--- config.mk ---
export PLATFORM = sky130hd
export DESIGN_NAME = nmr_pulsers
export DESIGN_NICKNAME = d
export VERILOG_FILES = /design/src/rtl/nmr_pulsers_pkg.sv /design/src/rtl/nmr_pulsers_pulse_timer.sv /design/src/rtl/nmr_pulsers.sv
export SDC_FILE = /design/constraint.sdc
export NUM_CORES = 1
export LEC_CHECK = 0
export BUFFER_PORTS_ARGS = -buffer_cell sky130_fd_sc_hd__buf_2
export CAP_MARGIN = 25
export CORE_MARGIN = 8
export CORE_UTILIZATION = 45
export DETAILED_ROUTE_END_ITERATION = 8
export PLACE_DENSITY = 0.71
export SLEW_MARGIN = 10
export SYNTH_ARGS = -nofsm -noshare
export SYNTH_HDL_FRONTEND = slang
export SYNTH_SLANG_ARGS = --single-unit
--- constraint.sdc ---
create_clock -name clk -period 37.8 [get_ports clk]
set_input_delay 7.56 -clock clk [delete_from_list [all_inputs] [get_ports clk]]
set_output_delay 7.56 -clock clk [all_outputs]
set_load 0.01 [all_outputs]
--- src/rtl/nmr_pulsers_pkg.sv ---
// Shared definitions for the spin-echo pulse-sequence generator.
// - state_e        : sequencer state encoding
// - PH90_LSB etc.  : bit positions inside the tx_phase control word
// - next_live()    : skips states whose latched duration is zero
package nmr_pulsers_pkg;

    typedef enum logic [2:0] {
        StIdle,
        StLead90,
        StP90,
        StGap1,
        StP180,
        StGap2,
        StAcq,
        StDone
    } state_e;

    localparam int unsigned PH90_LSB           = 0;
    localparam int unsigned PH180_LSB          = 2;
    localparam int unsigned REPEAT_BIT         = 4;
    localparam int unsigned DEFAULT_BLANK_LEAD = 4;

    // Starting from candidate state s, walk forward past every state whose duration is zero.
    // The checks are ordered so one pass follows a whole chain of skipped states.
    function automatic state_e next_live(state_e s, logic z90, logic zgap, logic z180,
                                         logic zrec);
        state_e r;
        r = s;
        if (r == StP90  && z90)  r = StGap1;
        if (r == StGap1 && zgap) r = StP180;
        if (r == StP180 && z180) r = StGap2;
        if (r == StGap2 && zgap) r = StAcq;
        if (r == StAcq  && zrec) r = StDone;
        return r;
    endfunction

endpackage

--- src/rtl/nmr_pulsers_pulse_timer.sv ---
// Prescaled duration timer, restarted on every sequencer state entry.
// One tick lasts scale_i+1 clk cycles; done_o marks the last clk cycle of tick number dur_i.
// Ports:
//   clk_i, rst_i   clock, synchronous active-high reset
//   load_i         restart prescaler and tick counter from zero next cycle
//   scale_i        prescale value (tick = scale_i+1 cycles)
//   dur_i          duration of the current state in ticks (must be non-zero when used)
//   done_o         current cycle is the final cycle of the duration
//   cnt_nxt_o      tick count the counter will hold next cycle
//   pre_nxt_o      prescaler value the counter will hold next cycle
module nmr_pulsers_pulse_timer #(
    parameter int unsigned CNT_W = 32
) (
    input  logic             clk_i,
    input  logic             rst_i,
    input  logic             load_i,
    input  logic [15:0]      scale_i,
    input  logic [CNT_W-1:0] dur_i,
    output logic             done_o,
    output logic [CNT_W-1:0] cnt_nxt_o,
    output logic [15:0]      pre_nxt_o
);

    logic [15:0]      pre_q, pre_d;
    logic [CNT_W-1:0] cnt_q, cnt_d;
    logic             tick_end;

    always_comb begin
        tick_end = (pre_q == scale_i);
        done_o   = tick_end && (cnt_q == dur_i - CNT_W'(1));
        pre_d    = pre_q;
        cnt_d    = cnt_q;
        if (load_i) begin
            pre_d = '0;
            cnt_d = '0;
        end else if (tick_end) begin
            pre_d = '0;
            cnt_d = cnt_q + CNT_W'(1);
        end else begin
            pre_d = pre_q + 16'd1;
        end
        cnt_nxt_o = cnt_d;
        pre_nxt_o = pre_d;
    end

    always_ff @(posedge clk_i) begin
        if (rst_i) begin
            pre_q <= '0;
            cnt_q <= '0;
        end else begin
            pre_q <= pre_d;
            cnt_q <= cnt_d;
        end
    end

endmodule

--- src/rtl/nmr_pulsers.sv ---
// Spin-echo pulse-sequence generator: unblank lead, 90 deg pulse, tau, 180 deg pulse, tau,
// acquisition window. All outputs are registered and line up with the state they belong to.
// Ports:
//   clk, rst             clock, synchronous active-high reset
//   enable               run request (level); dropping it aborts to IDLE
//   tx_phase             [1:0] 90 deg phase, [3:2] 180 deg phase, [4] continuous repeat
//   pulse_gap            tau in gap ticks
//   record_len           acquisition length in gap ticks
//   period90, period180  pulse lengths in pulse ticks
//   time_scale_factors   [31:16] pulse prescale, [15:0] gap prescale
//   tx, tx_val           TX DDS phase select and pulse valid
//   rx                   RX capture gate
//   u_blank              power-amplifier unblank
module nmr_pulsers
    import nmr_pulsers_pkg::*;
#(
    parameter int unsigned BLANK_LEAD = DEFAULT_BLANK_LEAD,
    parameter int unsigned CNT_W      = 32
) (
    input  logic             clk,
    input  logic             rst,
    input  logic             enable,
    input  logic [4:0]       tx_phase,
    input  logic [CNT_W-1:0] pulse_gap,
    input  logic [CNT_W-1:0] record_len,
    input  logic [CNT_W-1:0] period90,
    input  logic [CNT_W-1:0] period180,
    input  logic [31:0]      time_scale_factors,
    output logic [1:0]       tx,
    output logic             tx_val,
    output logic             rx,
    output logic             u_blank
);

    state_e state_q, state_d;

    // Timing words captured at sequence start
    logic [4:0]       ph_q, ph_d;
    logic [CNT_W-1:0] gap_q, gap_d, rec_q, rec_d, p90_q, p90_d, p180_q, p180_d;
    logic [31:0]      scale_q, scale_d;

    logic [1:0] tx_q, tx_d;
    logic       tx_val_q, tx_val_d, rx_q, rx_d, u_blank_q, u_blank_d;

    logic             start;
    logic             t_load, t_done;
    logic [15:0]      t_scale, t_pre_nxt;
    logic [CNT_W-1:0] t_dur, t_cnt_nxt;
    logic [15:0]      pscale, gscale;

    logic [CNT_W-1:0] gap_left;
    logic [16:0]      span, tick_left;
    logic [33:0]      rem;
    logic             gap_tail;

    assign pscale = scale_q[31:16];
    assign gscale = scale_q[15:0];

    // Next-state logic
    always_comb begin
        state_d = state_q;
        if (state_q != StIdle && !enable) begin
            state_d = StIdle;
        end else begin
            case (state_q)
                StIdle:   if (enable) state_d = StLead90;
                StLead90: if (t_done) state_d = next_live(StP90, p90_q == '0, gap_q == '0,
                                                          p180_q == '0, rec_q == '0);
                StP90:    if (t_done) state_d = next_live(StGap1, p90_q == '0, gap_q == '0,
                                                          p180_q == '0, rec_q == '0);
                StGap1:   if (t_done) state_d = next_live(StP180, p90_q == '0, gap_q == '0,
                                                          p180_q == '0, rec_q == '0);
                StP180:   if (t_done) state_d = next_live(StGap2, p90_q == '0, gap_q == '0,
                                                          p180_q == '0, rec_q == '0);
                StGap2:   if (t_done) state_d = next_live(StAcq, p90_q == '0, gap_q == '0,
                                                          p180_q == '0, rec_q == '0);
                StAcq:    if (t_done) state_d = StDone;
                // enable is known high here; single shot parks until it drops
                StDone:   if (ph_q[REPEAT_BIT]) state_d = StLead90;
                default:  state_d = StIdle;
            endcase
        end
    end

    // Entering LEAD90 from IDLE or DONE (re)captures the timing words
    assign start = (state_d == StLead90) && (state_q != StLead90);

    always_comb begin
        ph_d    = ph_q;
        gap_d   = gap_q;
        rec_d   = rec_q;
        p90_d   = p90_q;
        p180_d  = p180_q;
        scale_d = scale_q;
        if (start) begin
            ph_d    = tx_phase;
            gap_d   = pulse_gap;
            rec_d   = record_len;
            p90_d   = period90;
            p180_d  = period180;
            scale_d = time_scale_factors;
        end
    end

    // Timer setup for the state currently being timed
    always_comb begin
        t_scale = 16'd0;
        t_dur   = '0;
        case (state_q)
            StLead90: t_dur = CNT_W'(BLANK_LEAD);
            StP90:    begin t_scale = pscale; t_dur = p90_q;  end
            StGap1:   begin t_scale = gscale; t_dur = gap_q;  end
            StP180:   begin t_scale = pscale; t_dur = p180_q; end
            StGap2:   begin t_scale = gscale; t_dur = gap_q;  end
            StAcq:    begin t_scale = gscale; t_dur = rec_q;  end
            default:  ;
        endcase
    end

    assign t_load = (state_d != state_q) || (state_d == StIdle) || (state_d == StDone);

    nmr_pulsers_pulse_timer #(
        .CNT_W (CNT_W)
    ) u_timer (
        .clk_i     (clk),
        .rst_i     (rst),
        .load_i    (t_load),
        .scale_i   (t_scale),
        .dur_i     (t_dur),
        .done_o    (t_done),
        .cnt_nxt_o (t_cnt_nxt),
        .pre_nxt_o (t_pre_nxt)
    );

    // Raw clk cycles left in GAP1 as seen next cycle, compared against BLANK_LEAD.
    // Whole ticks left is checked first so the multiply only needs a narrow operand.
    always_comb begin
        gap_left  = gap_q - CNT_W'(1) - t_cnt_nxt;
        span      = {1'b0, gscale} + 17'd1;
        tick_left = span - {1'b0, t_pre_nxt};
        rem       = 34'(gap_left[15:0]) * 34'(span) + 34'(tick_left);
        gap_tail  = (gap_left < CNT_W'(BLANK_LEAD)) && (rem <= 34'(BLANK_LEAD));
    end

    // Outputs decoded from the upcoming state so they coincide with it
    always_comb begin
        tx_val_d  = (state_d == StP90) || (state_d == StP180);
        tx_d      = 2'b00;
        if (state_d == StP90)  tx_d = ph_d[PH90_LSB +: 2];
        if (state_d == StP180) tx_d = ph_d[PH180_LSB +: 2];
        rx_d      = (state_d == StAcq);
        u_blank_d = (state_d == StLead90) || tx_val_d || ((state_d == StGap1) && gap_tail);
    end

    always_ff @(posedge clk) begin
        if (rst) begin
            state_q   <= StIdle;
            ph_q      <= '0;
            gap_q     <= '0;
            rec_q     <= '0;
            p90_q     <= '0;
            p180_q    <= '0;
            scale_q   <= '0;
            tx_q      <= 2'b00;
            tx_val_q  <= 1'b0;
            rx_q      <= 1'b0;
            u_blank_q <= 1'b0;
        end else begin
            state_q   <= state_d;
            ph_q      <= ph_d;
            gap_q     <= gap_d;
            rec_q     <= rec_d;
            p90_q     <= p90_d;
            p180_q    <= p180_d;
            scale_q   <= scale_d;
            tx_q      <= tx_d;
            tx_val_q  <= tx_val_d;
            rx_q      <= rx_d;
            u_blank_q <= u_blank_d;
        end
    end

    assign tx      = tx_q;
    assign tx_val  = tx_val_q;
    assign rx      = rx_q;
    assign u_blank = u_blank_q;

endmodule

==> qor.csv, run 1 <==
stage;metric;value;unit
run_status;status;complete, no violations;
timing;Final setup viols;0;
synth;sequential cell area fraction in the yosys report;18.4;%
layout;Post-Layout Cell Count;3847;
synth;top cells by count, synth;nand2_1, inv_1, a21oi_1, fa_1, dfxtp_1;
synth;synth warn;0;
critical_path;CP Class;input pin to flip-flop;
critical_path;CP peak stage delay;0.90;ns
floorplan;die area;61000;um2
drt;antenna viol nets, final;0;
global_routing;pin count of the biggest net entering global routing;98;
synth;Synth area leaders;fa_1, dfxtp_1, nand2_1;
clocking;TritonCTS clock tree;yes;
synth;Netlist Area Pre-Place;24000;um2
layout;share of cells above drive strength 1;10.4;%
drt;vias post-DR;21900;
power;maximum vdd drop;0.0949;mV
run;max_cap viols;0;
global_routing;antenna violations before repair;5;
synth;ys flop type;dfxtp_1;
floorplan;die height;247;um
timing;RSZ-0062 raised after global routing;false;
layout;Area Overhead vs Synth;9.41;%
placed_design;GP Congestion;0.970;
synth;ys async rst share;0;%
timing;Slew @ Worst Pin;1.14;ns
synth;Synth Area per Inst;7.87;um2
clocking;cts repair resizes;0;
critical_path;launch point of the worst reg-to-reg path;state_q[1];
critical_path;Required @ worst endpoint;38.26;ns
critical_path;Setup crit start;enable;
clocking;Skew-Pair Late Insertion Delay;0.54;ns
timing;slew margin rel.;23.5;%
clocking;Clock Tree Buf Depth;3;
clocking;H-tree Lvls;1;
power;power per cell area;59.6;nW/um2
critical_path;endpoint type of the worst setup path;flip-flop;
timing;Fmax achieved;0.0526;GHz
synth;top-area cell type share of the netlist area;19.0;%
drt;WL final;74.6;mm
clocking;hold bufs inserted after CTS;0;
layout;cell area after layout;26300;um2
timing;Tmin final;19.00;ns
clocking;CTS root buffer;clkbuf_16;
clocking;Num CTS Buffers;22;
critical_path;Slowest cell on crit path;xnor2_1;
synth;Syn Nets;3608;
timing;Setup TNS;0;ns
placed_design;Post-Place Cell Area;25500;um2
timing;Tcrit/Tclk final;50.3;%
synth;Post-synth EDFFs;0;
placed_design;# placed instances;3808;
placed_design;Detailed Place HPWL;59.4;mm
drt;routed len/inst;19.4;um
synth;Synth cell types;88;
power;leakage;0.0121;uW
critical_path;Max FO, Critical Path;59;
drt;Iter 0 DRT Violations;1852;
synth;Yosys top cell by area;fa_1;
critical_path;Critical Path AT;19.46;ns
critical_path;Critical Path Start Type;input pin;
layout;fill cell count;5203;
global_routing;All-Layer GR Usage;24.3;%
timing;Slew Limit Fails;0;
synth;most frequent cell after synthesis;nand2_1;
worst_hold_path;Min-Delay Path Class;flip-flop to flip-flop;
global_routing;vias in the first global route;21900;
worst_hold_path;Hold Crit Start;scale_q[23];
global_routing;Overflow after GRT;0;
power;power after layout;1560;uW
timing;Hold Slack;0.458;ns
synth;synthesized instance count;3050;
layout;NumNets Final;3702;
global_routing;first-pass GRT wire length;119;mm
drt;vias per inst;5.70;
floorplan;Starting Density;45.6;%
timing;final hold viol count;0;
clocking;post-CTS setup buffers;0;
placed_design;Buffers on Ports;172;
floorplan;total core area;52700;um2
floorplan;# rows;84;
timing;skew final;0.0303;ns
floorplan;I/O pins;173;
drt;DRT Pass-1 Iters;6;
clocking;clock transition at the registers of the reported paths;0.07;ns
synth;Yosys reg bits;221;
floorplan;die width;247;um
drt;DRC violations left;0;
clocking;CTS sink count;221;
cells in the final DEF (no fill, tap or decap), types with 25 or more instances in the layout:
cell	n
nand2_1	603
inv_1	342
a21oi_1	234
fa_1	228
dfxtp_1	219
nor2_1	179
buf_2	171
ha_1	162
xnor2_1	111
o21ai_0	67
and3_1	67
and2_1	52
xor2_1	51
nand3_1	50
nor4_1	49
buf_4	46
mux2_2	44
nor3_1	37
a22oi_1	32
nand2b_1	32
nand4_1	28
a21o_1	25
registers in the layout (all words and copies together) (netlist names):
register and flops:
tx_val 1, ph_q 5, p90_q 32, tx 2
state_q 3, u_blank 1, gap_q 32, u_timer.cnt_q 32
u_timer.pre_q 16, rx 1, scale_q 32, rec_q 32
p180_q 32
final cells by class:
type | count | area [um2] | area share [%]
Antenna cell | 2 | 5.00 | 0.0191
Clock buffer | 25 | 582 | 2.22
Clock inverter | 12 | 198 | 0.753
Inverter | 345 | 1290 | 4.93
Multi-Input combinational cell | 2337 | 17700 | 67.4
Sequential cell | 221 | 4430 | 16.9
Tap cell | 688 | 861 | 3.28
Timing Repair Buffer | 217 | 1200 | 4.57
per-layer routing:
metal  track usage [%]  vias to the layer above  part of all wire [%]  wire (um)
met5                 0                        -                 0.060         45
met4              8.38                        6                   3.6       2690
met3              4.28                      180                   7.3       5430
met2              40.1                      817                    46      34500
met1              31.8                    10600                    43      32000
li1                  -                    10300                     -          -
critical path: cells and delay by family:
kind | cells | cell delay, ns
buffers and inverters | 7 | 0.92
AO/OA/AOI/OAI | 21 | 5.95
AND/OR/NAND/NOR | 5 | 0.56
XOR/XNOR | 1 | 0.90
adder cells (fa/ha/maj) | 9 | 3.53
worst paths after layout:
kind / to / slack [ns] / depth (start not counted)
worst min register to register: scale_q[23] / 0.46 / 2
worst max-delay path: u_blank / 18.80 / 43
worst max register to register: u_blank / 20.77 / 56
worst min-delay path: scale_q[23] / 0.46 / 2
cell families (layout without fill, tap and decap cells):
family | count (synthesis) | in the layout | share of synthesized area [%]
adder cells (fa/ha/maj) | 390 | 390 | 27.5
flip-flops | 221 | 221 | 18.4
multiplexers | 57 | 57 | 2.62
AND/OR/NAND/NOR | 1188 | 1188 | 22.9
buffers and inverters | 492 | 599 | 8.06
other | 0 | 2 | 0
XOR/XNOR | 165 | 165 | 6.08
AO/OA/AOI/OAI | 537 | 537 | 14.4
power by group:
group          total [uW]  leakage (uW)  internal, uW  switching [uW]
registers             257       0.00181           244            13.3
clock network         239      0.000375           139            99.6
logic                1070       0.00987           425             643
total                1560        0.0121           808             756
per-stage QoR:
stage / utilization, % / worst slack, ns
floorplan: - / 20.41
global placement: 48.4 / 18.54
detailed placement: 48.4 / 18.45
CTS: 49.9 / 18.96
global route: 49.9 / 18.03
finish: 49.9 / 18.80
Power figures use the tool's default switching activity.
==> inputs of run 2 (changes only) <==
Clock period 37.8 ns to 17.6 ns, I/O delays scaled along.
==> qor.csv, run 2 (synthesis gave the netlist of run 1 again) <==
stage;metric;value;unit
global_routing;antenna violations before repair;3;
global_routing;Overflow after GRT;0;
clocking;H-tree Lvls;1;
layout;Post-Layout Cell Count;3845;
clocking;CTS root buffer;clkbuf_16;
floorplan;die height;247;um
clocking;cts repair resizes;0;
critical_path;stages on the worst setup path;51;
drt;WL final;77.0;mm
critical_path;Setup crit start;state_q[2];
drt;DRC violations left;0;
critical_path;endpoint type of the worst setup path;flip-flop;
placed_design;GP Congestion;0.950;
clocking;CTS sink count;221;
power;power after layout;3470;uW
layout;fill cell count;5220;
run;max_cap viols;0;
layout;NumNets Final;3696;
critical_path;cell family with most CP delay;compound AO/OA/AOI/OAI gates;
clocking;TritonCTS clock tree;yes;
worst_hold_path;Hold Path Depth;2;
drt;DRT Pass-1 Iters;5;
global_routing;first-pass GRT wire length;123;mm
run_status;status;complete, no violations;
timing;Fmax achieved;0.0611;GHz
critical_path;Max FO, Critical Path;28;
timing;RSZ-0062 raised after global routing;false;
clocking;Num CTS Buffers;22;
floorplan;die area;61000;um2
clocking;post-CTS setup buffers;0;
layout;commonest non-fill, non-tap cell in the layout;nand2_1;
global_routing;pin count of the biggest net entering global routing;112;
critical_path;Required @ worst endpoint;18.05;ns
timing;Final setup viols;0;
critical_path;CP Class;flip-flop to flip-flop;
power;maximum vdd drop;0.226;mV
timing;Tcrit/Tclk final;93.0;%
critical_path;r2r setup slk;1.23;ns
floorplan;Starting Density;45.6;%
placed_design;# placed instances;3799;
drt;Iter 0 DRT Violations;2018;
layout;cell area after layout;26300;um2
placed_design;Buffers on Ports;172;
critical_path;launch point of the worst reg-to-reg path;state_q[2];
timing;Slew @ Worst Pin;1.14;ns
critical_path;Slowest cell on crit path;o22ai_1;
global_routing;vias in the first global route;22000;
floorplan;die width;247;um
timing;Setup TNS;0;ns
clocking;clock transition at the registers of the reported paths;0.07;ns
drt;routed len/inst;20.0;um
global_routing;All-Layer GR Usage;25.2;%
critical_path;worst path bufs/invs;5;
floorplan;I/O pins;173;
clocking;hold bufs inserted after CTS;0;
floorplan;# rows;84;
critical_path;CP peak stage delay;0.66;ns
placed_design;Post-Place Cell Area;25400;um2
critical_path;Worst R2R End;u_blank;
timing;final hold viol count;0;
drt;vias post-DR;22100;
clocking;Skew-Pair Late Insertion Delay;0.53;ns
critical_path;Critical Path Start Type;flip-flop;
critical_path;CP dominant cell by count;fa_1;
critical_path;worst setup path end;u_blank;
layout;share of cells above drive strength 1;10.2;%
drt;antenna viol nets, final;0;
worst_hold_path;Min-Delay Path Class;flip-flop to flip-flop;
layout;Storage cell area;4430;um2
timing;skew final;0.0154;ns
timing;Slew Limit Fails;0;
drt;vias per inst;5.74;
placed_design;Detailed Place HPWL;61.0;mm
layout;area of the multi-input gates;17700;um2
clocking;Clock Tree Buf Depth;3;
timing;Tmin final;16.37;ns
power;power per cell area;132;nW/um2
layout;most frequent cells in the layout;nand2_1, inv_1, a21oi_1;
layout;Area Overhead vs Synth;9.55;%
power;leakage;0.0121;uW
critical_path;Critical Path AT;16.82;ns
timing;slew margin rel.;23.5;%
critical_path;cells on worst reg2reg path;51;
floorplan;total core area;52700;um2
## run 2: changes by cell type in the layout (fill, tap and decap cells not counted), sizes merged
cell,before,now
buf,217,211
bufinv,4,5
clkbuf,25,30
clkinv,8,6
clkinvlp,2,0
diode,2,3
inv,343,344
## run 2: layer usage
| layer | routed length, um | part of all wire, % | GRT usage [%] |
|---|---|---|---|
| met1 | 33700 | 44 | 33.9 |
| met2 | 35300 | 46 | 41.4 |
| met3 | 5310 | 6.9 | 3.66 |
| met4 | 2760 | 3.6 | 8.23 |
| met5 | 0 | 0 | 0 |
## run 2: report_power, final
part	internal [uW]	switching (uW)
combinational	913	1470
clock	330	209
sequential	523	31.8
## run 2: worst min-delay path by stage
| stage | startpoint | to | slack (ns) |
|---|---|---|---|
| detailed placement | scale_q[21] | scale_q[21] | 0.45 |
| global placement | scale_q[31] | scale_q[31] | 0.45 |
| global route | scale_q[21] | scale_q[21] | 0.48 |
| floorplan | ph_q[2] | tx[0] | 0.43 |
| finish | scale_q[21] | scale_q[21] | 0.45 |
| CTS | scale_q[21] | scale_q[21] | 0.46 |
## run 2: stage by stage
stage / utilization (%) / hold WS (ns) / setup slack, ns
after floorplan: - / 0.433 / 3.99
after global placement: 48.3 / 0.445 / 1.89
after detailed placement: 48.3 / 0.448 / 1.56
after CTS: 49.8 / 0.457 / 1.49
after global routing: 49.9 / 0.480 / 0.103
final: 49.9 / 0.455 / 1.23
## run 2: layout make-up
type	instances	area share, %
well taps	688	3.27
clock inverters	10	0.704
flip-flops and latches	221	16.8
multi-input cells	2337	67.3
diodes	3	0.0285
repair buffers	211	4.47
inverters	345	4.92
clock buffers	30	2.44
## run 2: worst min-delay path: stages, from the launching register on
cell and delay (ns):
dfxtp_1 0.31, nand2_1 0.05, a21oi_1 0.05
